### config.mk
export PLATFORM = sky130hd
export DESIGN_NAME = irq_controller
export DESIGN_NICKNAME = d
export VERILOG_FILES = /design/src/rtl/irq_controller.sv
export SDC_FILE = /design/constraint.sdc
export NUM_CORES = 1
export LEC_CHECK = 0
export CAP_MARGIN = 20
export CORE_UTILIZATION = 35
export DETAILED_ROUTE_END_ITERATION = 8
export PLACE_DENSITY = 0.83
export SLEW_MARGIN = 20
export SYNTH_ARGS = -nofsm -noshare
export SYNTH_HDL_FRONTEND = slang
export SYNTH_SLANG_ARGS = --single-unit
export TNS_END_PERCENT = 5
### constraint.sdc
create_clock -name clk -period 2.1 [get_ports clk]
set_clock_uncertainty 0.05 [all_clocks]
set_input_delay 0.315 -clock clk [delete_from_list [all_inputs] [get_ports clk]]
set_output_delay 0.315 -clock clk [all_outputs]
set_load 0.03 [all_outputs]
### src/rtl/irq_controller.sv
// irq_controller: rising-edge interrupt capture, mask, fixed priority and ack/eret handshake to the CPU.
// Optional macro IRQ_SYNC_EN inserts a 2-flop synchroniser ahead of edge capture.
module irq_controller #(
  parameter int unsigned NUM_SRC = 4
) (
  input  logic               clk,
  input  logic               reset,
  input  logic [NUM_SRC-1:0] irq_src,
  input  logic               wr_en,
  input  logic [1:0]         wr_addr,
  input  logic [31:0]        wr_data,
  input  logic [1:0]         rd_addr,
  output logic [31:0]        rd_data,
  output logic               cpu_irq,
  output logic [2:0]         irq_id,
  input  logic               cpu_ack,
  input  logic               cpu_eret
);

  typedef enum logic [1:0] {
    S_IDLE    = 2'd0,
    S_REQ     = 2'd1,
    S_SERVICE = 2'd2
  } state_t;

  state_t             r_state;
  state_t             w_state_nxt;
  logic               r_irq;
  logic               w_irq_nxt;
  logic [2:0]         r_id;
  logic [2:0]         w_id_nxt;
  logic               w_ack_take;
  logic [NUM_SRC-1:0] r_mask;
  logic [NUM_SRC-1:0] r_pend;
  logic [NUM_SRC-1:0] r_src_d;
  logic [NUM_SRC-1:0] w_src;
  logic [NUM_SRC-1:0] w_edge;
  logic [NUM_SRC-1:0] w_clr;
  logic [NUM_SRC-1:0] w_active;
  logic [NUM_SRC-1:0] w_id_onehot;
  logic               w_id_active;
  logic [2:0]         w_sel;
  logic               w_unused_wr;

  assign w_unused_wr = ^wr_data[31:NUM_SRC];

`ifdef IRQ_SYNC_EN
  logic [NUM_SRC-1:0] r_sync1;
  logic [NUM_SRC-1:0] r_sync2;

  always_ff @(posedge clk or posedge reset) begin
    if (reset) begin
      r_sync1 <= '0;
      r_sync2 <= '0;
    end else begin
      r_sync1 <= irq_src;
      r_sync2 <= r_sync1;
    end
  end

  assign w_src = r_sync2;
`else
  assign w_src = irq_src;
`endif

  assign w_edge   = w_src & ~r_src_d;
  assign w_active = r_pend & r_mask;

  // Decode of the latched id, used for the withdraw test and the ack clear
  always_comb begin
    w_id_onehot = '0;
    for (int unsigned i = 0; i < NUM_SRC; i++) begin
      if (3'(i) == r_id) w_id_onehot[i] = 1'b1;
    end
  end

  assign w_id_active = |(w_active & w_id_onehot);

  // Lowest active index wins
  always_comb begin
    w_sel = '0;
    for (int i = int'(NUM_SRC) - 1; i >= 0; i--) begin
      if (w_active[i]) w_sel = 3'(i);
    end
  end

  always_comb begin
    w_state_nxt = r_state;
    w_irq_nxt   = r_irq;
    w_id_nxt    = r_id;
    w_ack_take  = 1'b0;
    case (r_state)
      S_IDLE: begin
        if (|w_active) begin
          w_state_nxt = S_REQ;
          w_irq_nxt   = 1'b1;
          w_id_nxt    = w_sel;
        end
      end
      S_REQ: begin
        if (cpu_ack) begin
          w_state_nxt = S_SERVICE;
          w_irq_nxt   = 1'b0;
          w_ack_take  = 1'b1;
        end else if (!w_id_active) begin
          w_state_nxt = S_IDLE;
          w_irq_nxt   = 1'b0;
        end
      end
      S_SERVICE: begin
        if (cpu_eret) w_state_nxt = S_IDLE;
      end
      default: begin
        w_state_nxt = S_IDLE;
        w_irq_nxt   = 1'b0;
      end
    endcase
  end

  always_ff @(posedge clk or posedge reset) begin
    if (reset) begin
      r_state <= S_IDLE;
      r_irq   <= 1'b0;
      r_id    <= '0;
    end else begin
      r_state <= w_state_nxt;
      r_irq   <= w_irq_nxt;
      r_id    <= w_id_nxt;
    end
  end

  assign w_clr = ((wr_en && (wr_addr == 2'd1)) ? wr_data[NUM_SRC-1:0] : '0)
               | (w_ack_take ? w_id_onehot : '0);

  // New edges take priority over a same-cycle clear
  always_ff @(posedge clk or posedge reset) begin
    if (reset) begin
      r_mask  <= '0;
      r_pend  <= '0;
      r_src_d <= '0;
    end else begin
      r_src_d <= w_src;
      r_pend  <= w_edge | (r_pend & ~w_clr);
      if (wr_en && (wr_addr == 2'd0)) r_mask <= wr_data[NUM_SRC-1:0];
    end
  end

  always_comb begin
    case (rd_addr)
      2'd0:    rd_data = 32'(r_mask);
      2'd1:    rd_data = 32'(r_pend);
      2'd2:    rd_data = {27'b0, r_id, r_state};
      default: rd_data = '0;
    endcase
  end

  assign cpu_irq = r_irq;
  assign irq_id  = r_id;

endmodule
======== After elaboration in Yosys (flattened, before gate mapping) ========
Index checks and enable logic that the tools add are counted.
word-level totals
  register bits after elaboration ......... 18
  input port bits ......................... 45
  output and inout port bits .............. 36
  logic and storage cells ................. 59
cells by class
  equality and inequality tests ........... 11
  muxes and demuxes ....................... 22
  bitwise gates (word level) .............. 9
  reductions and logical operators ........ 11
operators with widths
  operator            number
  $and 4x4->4         4
  $pmux 5 s3          1
  $mux 2              5
  $mux 1              9
  $mux 3              3
  $mux 4              2
  $not 4->4           2
  $or 4x4->4          2
  $reduce_or 4->1     2
  $eq 2x1->1 const B  3
  $eq 2x3->1 const A  2
  $logic_not 2->1     3
  $pmux 2 s3          1
  $reduce_and 3->1    2
  $eq 2x2->1 const B  2
  $ne 2x2->1 const B  2
  $eq 1x3->1 const A  1
  $logic_not 3->1     1
  $ne 3x3->1 const B  1
  $pmux 1 s3          1
  $logic_and 1x1->1   2
  $reduce_and 2->1    1
  $not 1->1           1

======== Logic depth before layout (Yosys ltp) ========
  depth in word-level cells ............... 7
  gate-level depth with buffers ........... 5
  gate-level depth less buffers ........... 4

======== Worst setup path after synthesis ========
Ideal clock, no wire load.
  kind .................................... register to output
  start ................................... register r_id[1], in the netlist irq_id[1]
  end ..................................... output port rd_data[3]
  data arrival time ....................... 1417 ps
  required time ........................... 1735 ps
  slack ................................... 318 ps
  cell stages (with the launch flop) ...... 4
  buffers on the path ..................... 1
  cell sequence ........................... dfrtp_1 buf_6 mux2i_1 o21ai_0
on the way
  word-level cells in the longest chain between the ends .. 1
ends and longest elaborated chain
  element                   RTL line  text
  start: declaration        30        logic [2:0] r_id;
  start signal: assignment  128       r_id <= w_id_nxt;
  $pmux 5 s3                149       case (rd_addr)
  end: declaration          13        output logic [31:0] rd_data,
Every way passes these cells.

======== Worst setup path in the final report ========
  start ................................... register r_id[1], in the netlist irq_id[1]
  end ..................................... output port irq_id[1]
RTL lines
  element           RTL line  text
  end: declaration  15        output logic [2:0] irq_id,
No word-level cell between the ends.

==> flow_metrics.tcl <==
set metrics [dict create \
    setup_violations 0 \
    irDropWorstVdd_mv 0.360 \
    period_minus_slack_ns 1.91 \
    grt_pass1_vias 731 \
    status "finished, violations left" \
    hold_violations 0 \
    dp.cells 166 \
    worst-path-buf-inv 1 \
    path_cells "clkdlybuf4s50_1" \
    wl_per_cell_um 10.9 \
    critical_path_class "register to output pin" \
    cts_sinks 17 \
    post_dp_cell_area_mm2 0.00120 \
    final_common_cell "conb_1" \
    yosysWarningCount 0 \
    clk_latency_ns 0.29 \
    p_sw_mw 0.579 \
    yosys.area.top_type "dfrtp_1" \
    vias_per_cell 4.69 \
    worst_slack_ns 0.195 \
    num_rows 19 \
    rr_endpoint "r_pend[3]" \
    hold_class "input port to async pin" \
    postRouteWirelength_um 1860 \
    grt_max_degree 18 \
    antenna_found_initial 0 \
    p_seq_share_pct 41.7 \
    whs_ns 0.337 \
    dr_total_vias 797 \
    core_area_mm2 0.00283 \
    syn_area_per_cell_um2 9.34 \
    diodes 0 \
    power_frac_comb_pct 45.1 \
    cp_slowest_cell "clkdlybuf4s50_1" \
    numCtsBuffers 3 \
    fin_crit_sh_pct 90.7 \
    cp_max_fo 10 \
    crit_family "buffers and inverters" \
    root_buffer "clkbuf_4" \
    power.share.clock_pct 13.2 \
    p_leak_nw 0.592 \
    endpoint_kind "output pin" \
    finalInstanceArea_mm2 0.00123 \
    cts_setup_buffers 0 \
    max_stage_delay_ns 0.73 \
    first_pass_iters 6 \
    io_buffers 23 \
    start_util_pct 37.9 \
    post-place-ws_ns 0.260 \
    syn_inst 115 \
    violations "DRC" \
    drive_gt1_share_pct 10.1 \
    layout_common_cells "conb_1 (29), nand2_1 (19), clkdlybuf4s50_1 (19)" \
    critPathLaunchType "register" \
    netlist.area_leader.share_pct 39.6 \
    cts_tree "yes" \
    synth_area_leaders "dfrtp_1 (40%), buf_4 (20%), nand2_1 (6.6%), mux2i_1 (4.7%), mux2_2 (4.2%)" \
    synth_area_mm2 0.00107 \
    htreeDepth 1 \
    fin_tns_setup_ns 0 \
    dp_hpwl_um 1540 \
    cts_buffer_depth 2 \
    cap_viol_max_count 0 \
    swShare_pct 44.2 \
    die_w_um 57.4 \
    timing.slew.headroom_pct 59.4 \
    grt_usage_pct 12.2 \
    max_clock_freq_mhz 525 \
    route.detailed.drc 10 \
    post_cts_resized 0 \
    required_ns 1.74 \
    layout.nets 185 \
    final_cells 170 \
    syn2layout_area_growth_pct 14.7 \
    worst_ep_arrival_time_ns 1.54 \
    synth.distinct_cells 25 \
    grt_pass1_wl_um 3130 \
    ys_seq_area_share_pct 39.6 \
    reg2reg_from "r_state[1]" \
    cts_hold_buf 0 \
    finalMaxSlewViolations 0 \
    reg2reg_depth 3 \
    chipHeight_um 57.4 \
    regToRegSetupSlack_ns 0.80 \
    boundaryPins 81 \
    routabilityCongestion 0.862 \
    rsz0062_at_grt "false" \
    worst_pin_slew_ns 0.609 \
    grt_overflow_total 0 \
    drt_iter0_markers 22 \
    ant_nets 0 \
    power.density_mw_per_mm2 1060 \
    die_area_mm2 0.00329 \
    internal-power_mw 0.730 \
    synth_seq_cells 17 \
    clk_pin_slew_ns 0.10 \
]
## how the worst max path moves through the flow
stage | slack (ns) | to | startpoint | cells after the start
3_5_place_dp | 0.26 | rd_data[1] | rd_addr[1] | 5
6_report | 0.19 | irq_id[1] | irq_id[1] | 1
2_1_floorplan | 0.32 | rd_data[3] | irq_id[1] | 3
4_1_cts | 0.20 | irq_id[1] | irq_id[1] | 1
3_3_place_gp | 0.29 | rd_data[1] | rd_addr[1] | 5
5_1_grt | 0.12 | irq_id[1] | irq_id[1] | 1
## registers in the layout (all words and copies together) (netlist names)
signal / cells
cpu_irq: 1
irq_id: 2
r_src_d: 4
r_pend: 4
r_state: 2
r_mask: 4
## metrics by stage
| stage | power (mW) | util (%) |
|---|---|---|
| after floorplan | 1.00 | - |
| after global placement | 1.11 | 42.5 |
| after detailed placement | 1.14 | 42.5 |
| after CTS | 1.31 | 43.5 |
| after global routing | 1.41 | 43.5 |
| final | 1.31 | 43.5 |
## per-layer routing
layer	part of all wire, %	global-route usage, %	vias up
li1	-	-	380
met1	40	15.6	369
met2	50	20.1	42
met3	7.3	1.59	6
met4	3.0	6.62	0
met5	0	0	-
## cells in the mapped netlist, drive strengths merged
cell     number
dfrtp        17
nor3b         2
conb          1
inv           8
a21oi         2
o311ai        4
and3b         1
mux2          4
nand4         2
nor2          2
nand4b        2
o21ai        10
a21boi        1
nand3b        1
nand2        19
nor2b         1
mux2i         5
a32o          1
buf          31
nand4bb       1
## layout make-up
type | instances | area, um^2
Fill cell | 278 | 1600
Clock inverter | 1 | 5.00
Multi-Input combinational cell | 87 | 489
Timing Repair Buffer | 23 | 220
Inverter | 8 | 30.0
Sequential cell | 17 | 425
Clock buffer | 3 | 22.5
Tap cell | 31 | 38.8
## power groups by stage
stage	Combinational (mW)	Sequential, mW	Clock, mW
3_3_place_gp	0.570	0.543	0
2_1_floorplan	0.443	0.559	0
4_1_cts	0.591	0.543	0.179
5_1_grt	0.647	0.570	0.191
3_5_place_dp	0.590	0.549	0
6_report	0.591	0.546	0.172
## cells by family after synthesis
logic type      synth area share (%)
buf+inv                         24.6
mux                             8.86
compound gates                  10.8
other cells                    0.349
flops                           39.6
simple gates                    15.7
(Power assumes the default switching activity.)
==> patch 1: new RTL, config.mk and constraints unchanged <==
Register the output `irq_id` once more, cleared by the reset; this adds one clock of latency there. The other outputs are not delayed to match.
--- a/src/rtl/irq_controller.sv
+++ b/src/rtl/irq_controller.sv
@@ -157,3 +157,9 @@
   assign cpu_irq = r_irq;
-  assign irq_id  = r_id;
+  always_ff @(posedge clk or posedge reset) begin
+    if (reset) begin
+      irq_id <= '0;
+    end else begin
+      irq_id <= r_id;
+    end
+  end
 
Behaviour: not the same (Yosys sat finds a counterexample within 4 cycles, from zero or initial values and one cycle with reset high).
==> patch 1 against the original RTL <==
The flow still finishes with violations (DRC). Wire length up 11%. Power up 5.9%. Count of clock-buffer cells in the layout grew 1. Worst setup slack better by 22 ps. Sequential cell count rose by 2. Final area is 2.6% higher. Area after synthesis up 1.3%. Maximum frequency grew 1.2%. Critical endpoint is now rd_data[3]. Largest power group unchanged.
==> patch 1: results (changes against the original RTL) <==
WL per Instance: 12.3 um (+12%)
Gr usage total: 13.5% (+1.2 points)
Ys flop type: dfrtp_1
Compound-Gate Fraction of Synth Area: 11.6% (+0.78 points)
Cells after Synth: 111 (-3.5%)
Drt first pass iters: 8 (+2)
Final #Nets: 183 (-1.1%)
Failing checks: DRC
Final Hold Viols: 0 (unchanged)
Met2 GRT Util: 23.4% (+3.3 points)
Mux cell area share after synthesis: 10.8% (+2.0 points)
Crit path max fanout: 5 (-5)
# DRC: 2 (-8)
Vias: 809 (+1.5%)
Hpwl dp: 1610 um (+4.6%)
Pre-CTS WS: 206 ps (-53.9 ps)
Worst EP arrival: 1520 ps (-20 ps)
Met1 Resource Use GR: 15.9% (+0.25 points)
Number of global-route vias before repair: 780 (+6.7%)
Largest net degree at the start of global routing: 20 (+2)
Regs by FF count: r_mask: 4 flops, r_pend: 4 flops, r_src_d: 4 flops
Sequential fraction of the synthesis area: 43.7% (+4.1 points)
Crit-path max cell delay: 550 ps (-180 ps)
Syn. warnings: 0 (unchanged)
GP Congestion: 0.892 (+3.5%)
Synth cell count leaders: buf_4 (29), dfrtp_1 (19), nand2_1 (16), inv_1 (8)
Cell variety after synth: 24 (-4.0%)
Peak supply drop: 413 uV (+15%)
Initial DRC count: 24 (+9.1%)
ANT cells: 0 (unchanged)
Area contributors post-synth: dfrtp_1 (44%), buf_4 (20%), nand2_1 (5.5%)
Cell count after placement: 164 (-1.2%)
First-pass GRT wire length: 3440 um (+10%)
Outcome: finished, violations left
Met3 GRT Util: 2.23% (+0.64 points)
Worst-margin pin slew: 726 ps (+117 ps)
Leakage power total: 0.608 nW (+2.8%)
Root buffer cell: clkbuf_4
Share of layout cells above drive strength 1: 11.7% (+1.6 points)
WL final: 2060 um (+11%)
Input/output buffers: 23 (unchanged)
Hold Crit Class: reg2reg
patch 1: cell count changes after synthesis, sizes merged, moves of 2 or more:
cell,unedited run,this run
buf,31,29
dfrtp,17,19
nand2,19,17
nand4,2,0
nand4b,2,0
patch 1: worst max-delay path: cells and delay by family:
kind	cells	cell delay [ps]
buf+inv	2	750
simple gates	2	360
compound gates	1	90
patch 1: per-stage QoR:
stage	hold WS (ps)	area, um^2
after floorplan	216	1190
after global placement	344	1240
after detailed placement	347	1240
after CTS	363	1260
after global routing	375	1260
final	363	1260
patch 1: power by group:
| part | total [W] | switching (W) | internal (W) |
|---|---|---|---|
| Combinational | 0.000610 | 0.000368 | 0.000242 |
| Clock | 0.000189 | 0.000115 | 0.0000739 |
| Sequential | 0.000587 | 0.000113 | 0.000475 |
| Total | 0.00139 | 0.000596 | 0.000791 |
patch 1: cells by family after synthesis:
family,Yosys count
other,1
DFF,19
AOI/OAI and AO/OA,19
and+or+nand+nor,23
buffers and inverters,39
muxes,10
patch 1: metal layers:
layer	up-vias	wire (um)
met5	-	0
met4	0	49
met3	6	155
met2	44	1030
met1	393	833
li1	366	-
patch 1: cell type report:
class	count	area (um^2)
Inverter	9	33.8
Fill cell	297	1590
Multi-Input combinational cell	81	462
Timing Repair Buffer	24	228
Sequential cell	19	475
Clock buffer	4	26.3
Tap cell	31	38.8
patch 1: worst paths after layout:
check | start | endpoint | slack (ps) | depth (start not counted)
setup / recovery | rd_addr[0] | rd_data[3] | 220 | 5
hold / removal | r_src_d[1] | r_pend[1] | 360 | 1
setup reg to reg | r_id[0] | r_state[0] | 500 | 3
hold reg to reg | r_src_d[1] | r_pend[1] | 360 | 1
max in group asynchronous | reset | irq_id[1] | 1170 | 2
min in group asynchronous | reset | r_src_d[1] | 370 | 2
==> patch 2: new RTL, same settings <==
Without the edit above. `NUM_SRC`: 4 -> 3.
--- a/src/rtl/irq_controller.sv
+++ b/src/rtl/irq_controller.sv
@@ -3,3 +3,3 @@
 module irq_controller #(
-  parameter int unsigned NUM_SRC = 4
+  parameter int unsigned NUM_SRC = 3
 ) (
Ports: changed (resized irq_src); port bits go from 81 to 80. The function was not compared with the original's and may differ.
==> patch 2 against the original RTL <==
Register-to-register slack got worse by 50 ps. Sequential cell count decreased by 3. Global-route usage grew 0.065 points. Largest cell class unchanged. Final area is 11% lower. Maximum frequency grew 3.5%. Worst setup slack improved by 64 ps. Power fell by 12%. Non-clock buffer count shrank 2. Worst hold slack got worse by 14 ps. Count of clock-buffer cells in the layout stayed put. Wire length is 14% lower. Area after synthesis shrank 11%. Largest power group unchanged. Die area fell by 11%. Critical path depth unchanged.
==> patch 2: results (changes against the original RTL) <==
Post-DP Area: 1070 um^2 (-11%)
WL met3: 131 um (-3.0%)
Sw power: 0.000503 W (-13%)
Input/output buffers: 21 (-8.7%)
Regs by FF count: r_mask: 3 flops, r_pend: 3 flops, r_src_d: 3 flops
Number of global-route vias before repair: 545 (-25%)
CP endpoint: irq_id[0]
WL met2: 791 um (-14%)
Share of layout cells above drive strength 1: 11.5% (+1.4 points)
# fillers: 265 (-4.7%)
Drt first pass iters: 4 (-2)
Hpwl dp: 1270 um (-18%)
WL per Instance: 10.6 um (-3.5%)
Crit path max fanout: 9 (-1)
Combinational share of power: 44.9% (-0.2 points)
Leakage power total: 0.509 nW (-14%)
Switching Share: 43.9% (-0.35 points)
Max Clk Rate: 543 MHz (+3.5%)
CP Launch Point: irq_id[0]
WHS: 323 ps (-14.2 ps)
Final #Nets: 168 (-9.2%)
Avg Inst Size Synth: 9.51 um^2 (+1.9%)
Worst EP arrival: 1480 ps (-60 ps)
Outcome: finished clean
Sequential fraction of the synthesis area: 36.8% (-2.8 points)
Clk_lat worst skew: 270 ps (-20 ps)
First-pass GRT wire length: 2420 um (-23%)
Reg-to-reg startpoint: irq_id[1]
WL final: 1610 um (-14%)
Vias: 724 (-9.2%)
Routed length on met1: 663 um (-11%)
Seq power: 0.000486 W (-11%)
Clk slew on worst S/H paths: 80 ps (-20 ps)
Flop-to-flop setup slack: 750 ps (-50 ps)
Worst-margin pin slew: 521 ps (-88.4 ps)
Initial DRC count: 18 (-18%)
Worst reg2reg path endpoint: r_state[0]
Pre-CTS WS: 323 ps (+63.9 ps)
Crit-path max cell delay: 720 ps
patch 2: cell types whose count changed after synthesis, sizes merged, moves of 2 or more:
| cell | before | now |
|---|---|---|
| nand2 | 19 | 11 |
| o21ai | 10 | 5 |
| dfrtp | 17 | 14 |
| o311ai | 4 | 1 |
| inv | 8 | 6 |
| mux2i | 5 | 3 |
| nand3b | 1 | 3 |
patch 2: cell families after synthesis:
group / count (synthesis) / synth area share [%]
simple gates: 27 / 17.9
mux: 6 / 6.71
compound gates: 16 / 12.4
buf+inv: 36 / 25.8
flops: 14 / 36.8
other cells: 1 / 0.394
patch 2: layer usage:
metal | up-vias | track usage [%]
met2 | 46 | 18.9
met1 | 338 | 14.3
met3 | 2 | 2.82
li1 | 338 | -
met5 | - | 0
met4 | 0 | 10.3
patch 2: layout make-up:
type / count / share of cell area [%]
repair buffers: 21 / 18.3
well taps: 30 / 3.43
inverters: 6 / 2.06
multi-input cells: 78 / 42.1
flip-flops and latches: 14 / 32.0
clock buffers: 3 / 2.06
